<file path="config.mk">
export PLATFORM = sky130hd
export DESIGN_NAME = icache_direct
export DESIGN_NICKNAME = d
export VERILOG_FILES = /design/src/rtl/icache_direct.sv
export SDC_FILE = /design/constraint.sdc
export NUM_CORES = 1
export LEC_CHECK = 0
export ABC_AREA = 1
export CORE_MARGIN = 5
export CORE_UTILIZATION = 35
export CTS_CLUSTER_DIAMETER = 60
export DETAILED_ROUTE_END_ITERATION = 10
export SYNTH_ARGS = -nofsm -noshare
export SYNTH_HDL_FRONTEND = slang
export SYNTH_SLANG_ARGS = --single-unit
</file>
<file path="constraint.sdc">
create_clock -name CLK -period 5.1 [get_ports CLK]
set_clock_uncertainty 0.05 [all_clocks]
set_input_delay 1.02 -clock CLK [delete_from_list [all_inputs] [get_ports CLK]]
set_output_delay 1.02 -clock CLK [all_outputs]
set_load 0.02 [all_outputs]
</file>
<file path="src/rtl/icache_direct.sv">
// icache_direct: direct-mapped, one-word-per-block instruction cache with zero-latency hits.
// Optional ICACHE_STATS_EN adds saturating hit_count/miss_count outputs.
module icache_direct #(
    parameter int INDEX_BITS = 4,
    parameter int WORD_W     = 32
) (
    input  logic              CLK,
    input  logic              nRST,
    input  logic              imemREN,
    input  logic [WORD_W-1:0] imemaddr,
    output logic              ihit,
    output logic [WORD_W-1:0] imemload,
    input  logic              flush,
    output logic              iREN,
    output logic [WORD_W-1:0] iaddr,
    input  logic              iwait,
    input  logic [WORD_W-1:0] iload
`ifdef ICACHE_STATS_EN
    ,
    output logic [31:0]       hit_count,
    output logic [31:0]       miss_count
`endif
);
    localparam int SETS  = 1 << INDEX_BITS;
    localparam int TAG_W = WORD_W - INDEX_BITS - 2;

    typedef enum logic {IDLE, FETCH} state_t;
    state_t r_state, w_next;

    logic [SETS-1:0]       r_valid;
    logic [TAG_W-1:0]      r_tag  [SETS];
    logic [WORD_W-1:0]     r_data [SETS];
    logic [WORD_W-1:0]     r_miss_addr;
    logic [INDEX_BITS-1:0] w_index, w_fill_index;
    logic [TAG_W-1:0]      w_tag, w_fill_tag;
    logic                  w_hit, w_miss, w_fill, w_unused;

    assign w_index      = imemaddr[INDEX_BITS+1:2];
    assign w_tag        = imemaddr[WORD_W-1:INDEX_BITS+2];
    assign w_fill_index = r_miss_addr[INDEX_BITS+1:2];
    assign w_fill_tag   = r_miss_addr[WORD_W-1:INDEX_BITS+2];
    assign w_unused     = ^imemaddr[1:0];
    assign w_hit        = imemREN && r_valid[w_index] && (r_tag[w_index] == w_tag);
    assign w_miss       = (r_state == IDLE) && imemREN && !w_hit && !flush;
    assign w_fill       = (r_state == FETCH) && !iwait;

    always_ff @(posedge CLK or negedge nRST) begin
        if (!nRST) r_state <= IDLE;
        else       r_state <= w_next;
    end

    always_comb begin
        w_next = r_state;
        if (r_state == IDLE) w_next = w_miss ? FETCH : IDLE;
        else                 w_next = iwait ? FETCH : IDLE;
    end

    always_comb begin
        ihit     = (r_state == IDLE) && w_hit && !flush;
        imemload = ((r_state == IDLE) && w_hit) ? r_data[w_index] : '0;
        iREN     = (r_state == FETCH);
        iaddr    = (r_state == FETCH) ? r_miss_addr : '0;
    end

    // Flush wins over a completing fill, so the filled set ends invalid.
    always_ff @(posedge CLK or negedge nRST) begin
        if (!nRST)       r_valid <= '0;
        else if (flush)  r_valid <= '0;
        else if (w_fill) r_valid[w_fill_index] <= 1'b1;
    end

    always_ff @(posedge CLK) begin
        if (w_fill) begin
            r_tag[w_fill_index]  <= w_fill_tag;
            r_data[w_fill_index] <= iload;
        end
    end

    always_ff @(posedge CLK or negedge nRST) begin
        if (!nRST)       r_miss_addr <= '0;
        else if (w_miss) r_miss_addr <= {imemaddr[WORD_W-1:2], 2'b00};
    end

`ifdef ICACHE_STATS_EN
    always_ff @(posedge CLK or negedge nRST) begin
        if (!nRST) begin
            hit_count  <= '0;
            miss_count <= '0;
        end else begin
            if (ihit && hit_count != 32'hFFFF_FFFF)    hit_count  <= hit_count + 32'd1;
            if (w_miss && miss_count != 32'hFFFF_FFFF) miss_count <= miss_count + 32'd1;
        end
    end
`endif
endmodule
</file>
# Word-level counts from Yosys, hierarchy flattened
# Memories as Yosys holds them, arrays and structs flattened.
# Index checks and enable logic that the tools add are counted.
# Widths: inputs -> output; s select.
# word_totals
ramBits	928
mem_count	2
wordCells	37
reg_bits	47
output_inout_bits	66
# memory_table
name	words	width	rd	rd_clocked_by_memory_dff	wr	line	text
r_data	16	32	1	0	1	32	logic [WORD_W-1:0] r_data [SETS];
r_tag	16	26	1	0	1	31	logic [TAG_W-1:0] r_tag [SETS];
# classes
n_lt_le_gt_ge	3
bitwise	2
n_reduce_logical	13
eq_ne	1
mux	13
# ops
cell	count
$mux 32	2
$mux 16	2
$eq 26x26->1	1
$or 16x16->16	1
$lt 4x5->1 const B	2
$logic_and 1x1->1	9
$mux 1	7
$bmux 1 s4	1
$demux 1 s4	1
$ge 4x1->1 const B	1
$logic_not 1->1	3
$reduce_bool 2->1	1
$not 1->1	1

# Depth between registers and ports, before layout
# logic_depth
depth_word	9
ltp_mapped	22
mapped_depth_nobuf	18

# Least setup slack after synthesis
# Ideal clock, no wire load.
# synth_path
kind	input-to-reg
from	input port iwait
to	memory r_data[12][0], enable pin
setup_time_ns	0.475
path_slack_ns	0.747
cell_stages	5
arrival_ns	3.827
t_required_ns	4.575
path_buffers	0
path_cell_list	nor2_1 -> inv_1 -> nor3_1 -> inv_1 -> nor2_1
# synth_between
elab_chain_len	4
# synth_lines
item	line	text
start: declaration	16	input logic iwait,
$logic_not 1->1	45	assign w_fill = (r_state == FETCH) && !iwait;
$logic_and 1x1->1	45	
$mux 1	73	if (w_fill) begin
$mux 1 (not written as such)	75	r_data[w_fill_index] <= iload;
end: declaration	32	
# No other way between the ends.

# Final worst setup path
# layout_path
from	input port imemaddr[2]
to	output port imemload[20]
# layout_between
elab_chain_len	6
word_cells_on_any_way	9
# layout_lines
item	line	text
start: declaration	10	input logic [WORD_W-1:0] imemaddr,
branches (longest 5 deep; another with $mem_v2 16x26)	-	
$mux 32 (*)	60	imemload = ((r_state == IDLE) && w_hit) ? r_data[w_index] : '0;
end: declaration	12	output logic [WORD_W-1:0] imemload,
# Mark *: on every way between the ends. The select of a mux whose other input is x is not followed.

==> flow_summary.yaml <==
finish:
  syn2layout_area_growth_pct: 18.39
  drive_gt1_share_pct: 10.29
  final_cells: 5172
  final_net_count: 3639
  fin_area_um2: 47560
die:
  core_um2: 114200
  die_w_um: 348.8
  row_count: 124
  start_util_pct: 35.18
  io_pins: 135
  dieArea_um2: 121700
  fp.dieH_um: 348.8
run_status:
  status: "completed"
clocking:
  cts_buffer_depth: 3
  cts_num_sinks: 975
  cts-buffers-inserted: 99
  clkTransAtPathRegs_ns: 0.06
  postCtsSetupBuffers: 0
  clockRootBuffer: "clkbuf_16"
  h-tree-depth: 3
  clock_latency_ns: 0.68
  cts_tree: "built"
detailed_routing:
  drt_wl_total_um: 110600
  drtAntennaViolNets: 0
  drc: 0
  via_count: 26540
  drtIter0Drc: 2723
  wl_per_cell_um: 21.38
  vias_per_cell: 5.132
  first_pass_iters: 5
worst_setup_path:
  critPathArrivalTime_ns: 3.74
  cp.required_ns: 4.03
  worstReg2RegStart: "iREN"
  rr_endpoint: "r_tag[1][23]"
  crit_path_start: "imemaddr[2]"
  cp-start-kind: "input port"
  cp-endpoint: "imemload[20]"
  critPathMaxFanout: 33
  crit_type: "in2out"
  rrSetupSlack_ns: 2.40
  reg2reg_depth: 7
  end_kind: "output port"
power_and_ir_drop:
  power_density_nw_per_um2: 380.5
  internal_power_mw: 13.90
  ir_worst_vdd_mv: 0.3272
  p_switching_mw: 4.204
  clkPwrFrac_pct: 41.2
  comb_power_share_pct: 7.2
  seqPwrFrac_pct: 51.6
  swShare_pct: 23.23
  p_leak_nw: 17.99
place:
  dp_slack_ns: -0.08291
  dp.cells: 4981
  portBuffers: 130
  place_area_um2: 44070
  dp_hpwl_um: 61200
  routabilityCongestion: 0.8695
timing:
  fin_setup_tns_ns: 0
  drv_slew: 0
  rsz0062_at_grt: "no"
  worst_pin_slew_ns: 0.9751
  max_freq_mhz: 208.1
  hold_viol_final: 0
  fin_crit_ns: 4.805
  finalSetupViolations: 0
  fin_crit_sh_pct: 94.22
  fin_ws_ns: 0.2948
  maxSlewHeadroom_pct: 34.99
synth:
  syn_area_um2: 40170
  syn-instance-count: 3393
  ys_seq_elements: 975
  synth.largest_area_cell: "edfxtp_1"
  synth.distinct_cells: 35
  synth.avg_cell_area_um2: 11.84
  seq_area_frac_synth_pct: 72.29
  synth_top_area_share_pct: 69.36
  synth_area_leaders: "edfxtp_1, nand2_1, nand3_1"
  yosys_warnings: 0
global_routing:
  grtUsageTotal_pct: 17.71
  antenna_found_initial: 8
  grt-ovfl-total: 0
  grt_pass1_wl_um: 164200
  grt_max_degree: 120
  grt_pass1_vias: 25400
run:
  cap_violations: 0
min_path:
  min_path_type: "reg2reg"
  hp-start: "r_valid[0]"
## area by class of cell
cell class	instances	area [um^2]
clock inverters	61	709.4
multi-input cells	1986	9329
repair buffers	289	3057
diodes	5	12.51
clock buffers	125	2668
well taps	1512	1892
inverters	219	853.3
flip-flops and latches	975	29040
fillers	10730	66630
## sequential cells by signal, indices dropped and copies added, names as in the netlist
| register | count |
|---|---|
| iREN | 1 |
| r_data | 512 |
| r_miss_addr | 30 |
| r_tag | 416 |
| r_valid | 16 |
## power groups by stage
| stage | clock network [mW] | logic (mW) | registers [mW] |
|---|---|---|---|
| after floorplan | 0 | 0.729 | 9.39 |
| after global placement | 0 | 1.30 | 9.49 |
| after detailed placement | 0 | 1.31 | 9.50 |
| after CTS | 7.60 | 1.31 | 9.33 |
| after global routing | 7.93 | 1.43 | 9.36 |
| final | 7.46 | 1.31 | 9.33 |
## per-layer routing
metal,share of wire (%),GRT usage [%]
met1,45,25.43
met2,46,27.99
met3,7.2,3.324
met4,2.3,4.366
met5,0,0
## worst max-delay path, cell delays in order
cell           delay, ns
buf_8               0.15
inv_16              0.18
buf_12              0.20
nand2_1             0.06
nand2_1             0.06
nand2_1             0.05
nand3_1             0.09
nand3_1             0.10
nand2_1             0.08
nand2_1             0.05
nand2_1             0.10
nand2_1             0.06
a21oi_1             0.22
nand3_1             0.16
nor2_2              0.20
nand2_2             0.11
buf_12              0.18
buf_12              0.17
nor2_2              0.09
dlygate4sd2_1       0.35
## cells in the final DEF (no fill, tap or decap), types with 18 or more instances in the layout
master,instances
edfxtp_1,928
buf_4,119
nand3_1,297
nand2_1,912
clkbuf_1,19
clkbuf_16,101
dfrtp_1,46
clkdlybuf4s50_1,93
o211ai_1,21
o31ai_1,31
dlymetal6s2s_1,29
o21ai_0,63
a21oi_1,243
buf_12,37
nor2_1,200
clkinv_1,22
inv_1,215
nor2_2,31
o21ai_1,18
a221oi_1,110
## synth_stat cells (all sizes together)
master / n
edfxtp: 928
o221ai: 3
nor2: 248
or2: 4
buf: 103
nand3: 297
inv: 218
nand3b: 4
o22ai: 1
a21oi: 243
clkinv: 1
nand2: 917
a31oi: 7
o21ai: 81
o211ai: 21
a32oi: 4
o31ai: 31
and2: 1
o21ba: 6
nand4: 1
clkbuf: 111
conb: 1
dfrtp: 47
a221oi: 110
nor3: 5
## worst min path at each step
stage | end | cells past startpoint | slack (ns)
floorplan | r_valid[15] | 2 | 0.41
global placement | r_valid[15] | 2 | 0.42
detailed placement | r_valid[13] | 2 | 0.43
CTS | r_miss_addr[28] | 2 | 0.45
global route | r_valid[8] | 1 | 0.46
finish | r_valid[0] | 2 | 0.44
## logic make-up (layout without fill, tap and decap cells)
| group | count (synthesis) | in the layout | synth area share, % |
|---|---|---|---|
| AOI/OAI and AO/OA | 507 | 507 | 7.833 |
| buffers and inverters | 433 | 694 | 4.834 |
| and+or+nand+nor | 1477 | 1477 | 15.03 |
| other | 1 | 7 | 0.009334 |
| DFF | 975 | 975 | 72.29 |
## per-stage QoR
| step | util (%) | hold slack [ns] | power, mW |
|---|---|---|---|
| after detailed placement | 38.60 | 0.4350 | 10.80 |
| after CTS | 41.56 | 0.4477 | 18.24 |
| final | 41.65 | 0.4443 | 18.10 |
| after floorplan | - | 0.4108 | 10.12 |
| after global placement | 38.60 | 0.4246 | 10.78 |
| after global routing | 41.64 | 0.4645 | 18.72 |
## repair_timing
action,CTS,global route
setup endpoints to repair,27,29
resized for setup,4,35
hold endpoints to repair,0,0
hold buffers,0,0
(Power assumes the default switching activity.)
